**src/rtl/cache_controller.sv**
```systemverilog
// Direct-mapped, 4-column write-back data cache controller. Sequences the tag and
// data RAMs, serves the CPU load/store port and moves whole lines over the burst port.
module cache_controller #(
    parameter int LINE_IX_BITWIDTH = 8
) (
    input  logic                        clk,
    input  logic                        rst_n,
    input  logic                        cpu_req,
    input  logic                        cpu_we,
    input  logic [31:0]                 cpu_address,
    input  logic [31:0]                 cpu_wdata,
    output logic [31:0]                 cpu_rdata,
    output logic                        cpu_ready,
    output logic [LINE_IX_BITWIDTH-1:0] cache_line_ix,
    output logic                        cache_tag_we,
    output logic [31:0]                 cache_tag_wdata,
    input  logic [31:0]                 cache_tag_rdata,
    output logic [3:0]                  cache_data_we,
    output logic [31:0]                 cache_data_wdata,
    input  logic [127:0]                cache_data_rdata,
    output logic                        mem_req,
    output logic                        mem_we,
    output logic [31:0]                 mem_address,
    output logic [31:0]                 mem_wdata,
    input  logic                        mem_wready,
    input  logic [31:0]                 mem_rdata,
    input  logic                        mem_rvalid
);
    localparam int LINE_COUNT   = 2**LINE_IX_BITWIDTH;
    localparam int TAG_BITWIDTH = 32 - LINE_IX_BITWIDTH - 4;
    localparam int PAD_BITWIDTH = 32 - TAG_BITWIDTH - 2;

    typedef enum logic [2:0] {INIT, IDLE, LOOKUP, WRITEBACK, FILL} state_t;

    state_t                      state_q;
    logic [LINE_IX_BITWIDTH-1:0] init_cnt_q;
    logic [LINE_IX_BITWIDTH-1:0] line_q;
    logic [TAG_BITWIDTH-1:0]     tag_q;
    logic [TAG_BITWIDTH-1:0]     wb_tag_q;
    logic [127:0]                wb_buf_q;
    logic [31:0]                 wdata_q;
    logic [1:0]                  col_q;
    logic [1:0]                  beat_q;
    logic                        we_q;
    logic                        mem_req_q;

    logic [TAG_BITWIDTH-1:0] stored_tag;
    logic                    stored_valid, stored_dirty, hit;
    logic                    unused_bits;

    assign stored_tag   = cache_tag_rdata[TAG_BITWIDTH-1:0];
    assign stored_dirty = cache_tag_rdata[TAG_BITWIDTH];
    assign stored_valid = cache_tag_rdata[TAG_BITWIDTH+1];
    assign hit          = stored_valid && (stored_tag == tag_q);
    assign unused_bits  = ^{cpu_address[1:0], cache_tag_rdata[31:TAG_BITWIDTH+2]};

    always_ff @(posedge clk or negedge rst_n) begin
        if (!rst_n) begin
            state_q    <= INIT;
            init_cnt_q <= '0;
            line_q     <= '0;
            tag_q      <= '0;
            wb_tag_q   <= '0;
            wb_buf_q   <= '0;
            wdata_q    <= '0;
            col_q      <= '0;
            beat_q     <= '0;
            we_q       <= 1'b0;
            mem_req_q  <= 1'b0;
        end else begin
            case (state_q)
                INIT: begin
                    init_cnt_q <= init_cnt_q + 1'b1;
                    if (init_cnt_q == LINE_IX_BITWIDTH'(LINE_COUNT - 1)) state_q <= IDLE;
                end
                IDLE: if (cpu_req) begin
                    tag_q   <= cpu_address[31 -: TAG_BITWIDTH];
                    line_q  <= cpu_address[LINE_IX_BITWIDTH+3:4];
                    col_q   <= cpu_address[3:2];
                    we_q    <= cpu_we;
                    wdata_q <= cpu_wdata;
                    state_q <= LOOKUP;
                end
                LOOKUP: begin
                    beat_q <= '0;
                    if (hit) begin
                        state_q <= IDLE;
                    end else if (stored_valid && stored_dirty) begin
                        // Snapshot the victim so the burst never re-reads the RAMs.
                        wb_tag_q  <= stored_tag;
                        wb_buf_q  <= cache_data_rdata;
                        mem_req_q <= 1'b1;
                        state_q   <= WRITEBACK;
                    end else begin
                        mem_req_q <= 1'b1;
                        state_q   <= FILL;
                    end
                end
                WRITEBACK: if (mem_wready) begin
                    beat_q <= beat_q + 1'b1;
                    if (beat_q == 2'd3) begin
                        mem_req_q <= 1'b0;
                        state_q   <= FILL;
                    end
                end
                FILL: begin
                    // Entered from WRITEBACK with mem_req low: that cycle is the burst gap.
                    if (!mem_req_q) begin
                        mem_req_q <= 1'b1;
                    end else if (mem_rvalid) begin
                        beat_q <= beat_q + 1'b1;
                        if (beat_q == 2'd3) begin
                            mem_req_q <= 1'b0;
                            state_q   <= LOOKUP;
                        end
                    end
                end
                default: state_q <= INIT;
            endcase
        end
    end

    always_comb begin
        cpu_ready        = 1'b0;
        cpu_rdata        = '0;
        cache_tag_we     = 1'b0;
        cache_tag_wdata  = '0;
        cache_data_we    = '0;
        cache_data_wdata = '0;
        case (state_q)
            INIT:    cache_line_ix = init_cnt_q;
            IDLE:    cache_line_ix = cpu_address[LINE_IX_BITWIDTH+3:4];
            default: cache_line_ix = line_q;
        endcase
        case (state_q)
            INIT: cache_tag_we = rst_n;
            LOOKUP: if (hit) begin
                cpu_ready = 1'b1;
                if (we_q) begin
                    cache_data_we[col_q] = 1'b1;
                    cache_data_wdata     = wdata_q;
                    cache_tag_we         = 1'b1;
                    cache_tag_wdata      = {{PAD_BITWIDTH{1'b0}}, 1'b1, 1'b1, tag_q};
                end else begin
                    cpu_rdata = cache_data_rdata[{col_q, 5'b0} +: 32];
                end
            end
            FILL: if (mem_req_q && mem_rvalid) begin
                cache_data_we[beat_q] = 1'b1;
                cache_data_wdata      = mem_rdata;
                if (beat_q == 2'd3) begin
                    cache_tag_we    = 1'b1;
                    cache_tag_wdata = {{PAD_BITWIDTH{1'b0}}, 1'b1, 1'b0, tag_q};
                end
            end
            default: ;
        endcase
    end

    assign mem_req     = mem_req_q;
    assign mem_we      = (state_q == WRITEBACK);
    assign mem_address = (state_q == WRITEBACK) ? {wb_tag_q, line_q, 4'b0} :
                         (state_q == FILL)      ? {tag_q, line_q, 4'b0}    : 32'b0;
    assign mem_wdata   = (state_q == WRITEBACK) ? wb_buf_q[{beat_q, 5'b0} +: 32] : 32'b0;

endmodule

```
**config.mk**
```make
export PLATFORM = sky130hd
export DESIGN_NAME = cache_controller
export DESIGN_NICKNAME = d
export VERILOG_FILES = /design/src/rtl/cache_controller.sv
export SDC_FILE = /design/constraint.sdc
export NUM_CORES = 1
export LEC_CHECK = 0
export BUFFER_PORTS_ARGS = -buffer_cell sky130_fd_sc_hd__buf_2
export CAP_MARGIN = 20
export CORE_MARGIN = 5
export CORE_UTILIZATION = 35
export DETAILED_ROUTE_END_ITERATION = 8
export PLACE_DENSITY_LB_ADDON = 0.05
export SETUP_SLACK_MARGIN = 0.5
export SYNTH_ARGS = -nofsm -noshare
export SYNTH_HDL_FRONTEND = slang
export SYNTH_SLANG_ARGS = --single-unit
```
**constraint.sdc**
```tcl
create_clock -name clk -period 6 [get_ports clk]
set_input_delay 0.6 -clock clk [delete_from_list [all_inputs] [get_ports clk]]
set_output_delay 0.6 -clock clk [all_outputs]
set_load 0.005 [all_outputs]
```
After elaboration in Yosys (flattened, before gate mapping):

Cells that the tools add are included.

* register bits after elaboration: 225
* bits in latches: 0
* memory bits (writable): 0
* memory bits (read-only): 0
* input bits: 262
* output and inout bits: 176
* logic and storage cells: 99
* memories: 0

* $add $sub $neg: 2
* multiply operators: 0
* divide/modulo/power cells: 0
* $lt $le $gt $ge: 4
* eq/ne operators: 15
* shift-type cells: 2
* muxes and demuxes: 52
* bitwise operators: 1
* reductions and logical operators: 12

Operators by type and width (count)
* two-way mux 32 bit: 9
* indexed part select 128 x 8 -> 32 bit: 2
* two-way mux 22 bit: 4
* one-hot mux 32 bit (2 select lines): 1
* one-hot mux 22 bit (2 select lines): 1
* two-way mux 3 bit: 9
* == test 20 bit: 1
* one-hot mux 8 bit (2 select lines): 1
* one-hot mux 3 bit (5 select lines): 1
* two-way mux 1 bit: 14
* two-way mux 4 bit: 3
* != test 2 bit, second input constant: 6
* adder 8 x 1 -> 8 bit, second input constant: 1
* == test 8 bit, second input constant: 1
* one-hot mux 4 bit (2 select lines): 1
* AND reduction 4 bit: 2
* AND reduction 7 bit: 1
* == test 3 x 2 -> 1 bit, second input constant: 2
* less-than comparator 2 x 3 -> 1 bit, second input constant: 2
* two-way mux 2 bit: 3
* one-hot mux 1 bit (3 select lines): 2
* one-hot mux 2 bit (3 select lines): 1
* logical AND 1 bit: 5
* demux 1 bit (select 2 bit): 2
* 11 further kinds: 13

Depth between registers and ports, before layout:

* depth in word-level cells: 7
* depth in mapped cells: 8
* gate-level depth less buffers: 6

Worst setup path after synthesis:

Ideal clock, no wire load.

* path type: input to output
* from: input port cache_tag_rdata[6]
* to: output port cache_data_wdata[0]
* arrival time: 2.219 ns
* required time: 5.400 ns
* path slack: 3.181 ns
* cell stages on the path: 7
* path buffers: 2
* cells stage by stage: xnor2_1 > nand4_1 > or4_1 > clkbuf_1 > nor3_1 > buf_2 > a22o_1

* longest elaborated chain between the ends: 4

Ends and longest elaborated chain
* from (decl): RTL line 17 `input logic [31:0] cache_tag_rdata,`
* == test 20 bit: RTL line 54 `assign hit = stored_valid && (stored_tag == tag_q);`
* logical AND 1 bit: RTL line 54
* two-way mux 32 bit: RTL line 137 `LOOKUP: if (hit) begin`
* one-hot mux 32 bit (2 select lines): RTL line 135 `case (state_q)`
* to (decl): RTL line 19 `output logic [31:0] cache_data_wdata,`

No other way between the ends.

Worst setup path in the final report:

* from: register tag_q[9]
* to: output port cache_tag_wdata[8]

* longest elaborated chain between the ends: 4

Ends and longest elaborated chain
* from (decl): RTL line 38 `logic [TAG_BITWIDTH-1:0] tag_q;`
* from (signal assigned): RTL line 77 `tag_q <= cpu_address[31 -: TAG_BITWIDTH];`
* == test 20 bit: RTL line 54
* logical AND 1 bit: RTL line 54
* two-way mux 22 bit: RTL line 137
* one-hot mux 22 bit (2 select lines): RTL line 135
* to (decl): RTL line 16 `output logic [31:0] cache_tag_wdata,`

No other way between the ends.

==> results.yml <==
status:
  outcome: "complete, no violations"
floorplanning:
  die_x_um: 195
  dieArea_um2: 37900
  start_util_pct: 35.6
  coreArea_um2: 33600
  num_io_pins: 438
  die-height_um: 195
  fp-row-count: 67
yosys:
  synth_top_family_by_area: "multiplexers"
  ys_seq_elements: 225
  synth_compound_area_share_pct: 5.39
  async_flop_share_pct: 100
  synthDistinctLibCells: 43
  yosys_most_used_dff: "dfrtp_1"
  netlist_instances: 877
  synth.area.mux_share_pct: 32.7
  synth_edf_count: 0
  syn_area_um2: 12000
  yosysSeqAreaShare_pct: 47.1
  avgSynthCellArea_um2: 13.6
  synth-simple-area-share_pct: 7.99
  yosysWarnings: 0
  synth_fa_ha_area_share_pct: 0.523
  synth_xor_area_share_pct: 2.05
worst_setup_path:
  arrival_ps: 3160
  startpoint_type: "flop"
  cp_max_fo: 22
  end_kind: "primary output"
  worst_path_max_delay_cell: "or4_1"
  cp_num_buf_inv: 1
  path_cells: "xnor2_1, nand4_1, or4_1, o31a_1, nor2b_1, buf_2"
  path_class: "reg -> out"
  required_ps: 5400
  critPathMaxStageDelay_ps: 680
  cp_top_family: "simple AND/OR/NAND/NOR gates"
detailed_routing:
  first_pass_iters: 4
  wl_per_cell_um: 21.0
  routed_via_density: 5.02
  drt_drc_violations_left: 0
  vias: 8720
  ant_nets: 0
  drtIter0Drc: 275
  wirelength_um: 36500
power:
  comb_power_share_pct: 27.8
  intPower_mw: 4.40
  p_switching_mw: 1.81
  p_leak_nw: 7.74
  swShare_pct: 29.1
  p_clk_share_pct: 29.2
  irDropWorstVdd_uv: 200
  seqPwrFrac_pct: 43.0
  p_per_area_nw_per_um2: 406
  p_total_mw: 6.21
grt:
  grt_start_max_net_pins: 136
  antenna_found_initial: 12
  grt_pass1_wl_um: 56000
  overflow: 0
  grt.total_usage_pct: 18.4
  grt_pass1_vias: 9645
cts:
  cts-resized-gates: 0
  insertion_delay_ps: 540
  cts.hold.buffers_added: 0
  cts.htree.levels: 1
  clk_pin_slew_ps: 60
  cts_root_buffer: "clkbuf_16"
  cts_tree: "done"
  clockBufferDepth: 3
  numCtsBuffers: 28
  cts_sinks: 225
  cts_setup_buffers: 0
timing:
  maxSlewViolCount: 0
  tightest_slew_ps: 1070
  setup-tns-final_ps: 0
  period_minus_slack_ps: 3760
  period_share_pct: 62.7
  finClkSkew_ps: 17.8
  rsz0062_at_grt: "false"
  fmax_mhz: 266
  hold_viol_final: 0
  relSlewSlack_pct: 28.9
  finalSetupViolCount: 0
cells_and_area:
  fin_nets: 1527
  areaGrowthSynthToFinish_pct: 28.0
  fill_cells: 3191
  ff_latch_area_um2: 5640
  multi_input_area_um2: 5890
  layout-drive-gt1-share_pct: 51.4
worst_hold_path:
  hp-class: "in -> async"
place:
  hpwl_um: 25700
  gp_congestion: 0.783
  portBuffers: 411
job:
  drv_cap: 0
stage by stage:
step / worst slack, ps / cell area [µm²] / std cells / util [%] / hold slack, ps
4_1_cts: 2190 / 15300 / 1730 / 45.5 / 97.1
2_1_floorplan: 3180 / 12000 / 890 / - / 304
5_1_grt: 2040 / 15300 / 1736 / 45.5 / 117
3_5_place_dp: 2270 / 14300 / 1678 / 42.5 / 477
3_3_place_gp: 2250 / 14300 / 1678 / 42.5 / 470
6_report: 2240 / 15300 / 1736 / 45.5 / 77.4
layout make-up:
type / count / area share, %
clock buffers: 40 / 5.47
clock inverters: 12 / 1.07
repair buffers: 424 / 14.2
diodes: 6 / 0.0981
flip-flops and latches: 225 / 36.8
multi-input cells: 576 / 38.5
inverters: 5 / 0.123
well taps: 448 / 3.66
synthesized netlist by cell type (4+ instances only):
cell        n  area share (%)
nand4_1     7            0.37
buf_1       6            0.19
nand3_1     5            0.21
mux2_1    101             9.5
nor2b_1    61             3.2
dfrtp_1   225              47
nand2_1    30            0.94
o21ai_0    13            0.54
ha_1        5            0.52
a22o_1     52             3.8
clkbuf_1   37             1.2
nor2_1      7            0.22
buf_4      14            0.88
mux2_2    111              10
xnor2_1    25             1.8
buf_6      13             1.2
nor3_1      4            0.17
and3_1     35             1.8
mux2i_1     8            0.67
inv_1       5            0.16
buf_2      14            0.59
mux4_2     64              12
layout by cell type, fill, tap and decap left out, drive strengths merged, types with 8 or more instances in the layout:
cell type and count:
mux2 212, nor2b 61, and3 35, xnor2 25, nand2 30, o21ai 13, dfrtp 225, clkbuf 40
buf 424, mux2i 8, mux4 64, a22o 52, conb 14
sequential cells by signal (all words and copies together) (netlist names):
register / flops
wb_buf_q: 128
wdata_q: 32
tag_q: 20
wb_tag_q: 20
init_cnt_q: 8
line_q: 8
state_q: 3
beat_q: 2
col_q: 2
mem_req: 1
we_q: 1
path summary, 6_finish.rpt:
check                               from                 end  slack [ps]  cells past startpoint
max                             tag_q[9]  cache_tag_wdata[8]        2240                      6
min                                rst_n        wb_buf_q[20]          80                      1
max reg2reg                     tag_q[9]       wb_buf_q[104]        2530                      6
min reg2reg                 wb_buf_q[65]        wb_buf_q[65]         490                      1
max in group asynchronous          rst_n        wb_tag_q[19]        4370                      3
min in group clk           cpu_wdata[12]         wdata_q[12]         290                      2
routing by layer:
layer | track usage (%) | wire, µm
met4 | 5.07 | 933
met1 | 22.8 | 14900
met3 | 5.56 | 2800
met2 | 31.5 | 17800
met5 | 0 | 68
kinds of logic after synthesis:
logic type,after synthesis
adders and majority gates,5
AOI/OAI and AO/OA,79
muxes,284
other,1
buffers and inverters,89
and+or+nand+nor,166
xor gates and xnor gates,28
DFF,225
power groups by stage:
| stage | clock network, mW | registers [mW] | logic [mW] |
|---|---|---|---|
| 2_1_floorplan | 0 | 2.45 | 1.44 |
| 3_3_place_gp | 0 | 2.69 | 1.73 |
| 3_5_place_dp | 0 | 2.70 | 1.76 |
| 4_1_cts | 1.86 | 2.68 | 1.77 |
| 5_1_grt | 1.92 | 2.77 | 1.91 |
| 6_report | 1.81 | 2.67 | 1.73 |
(Power assumes the default switching activity.)
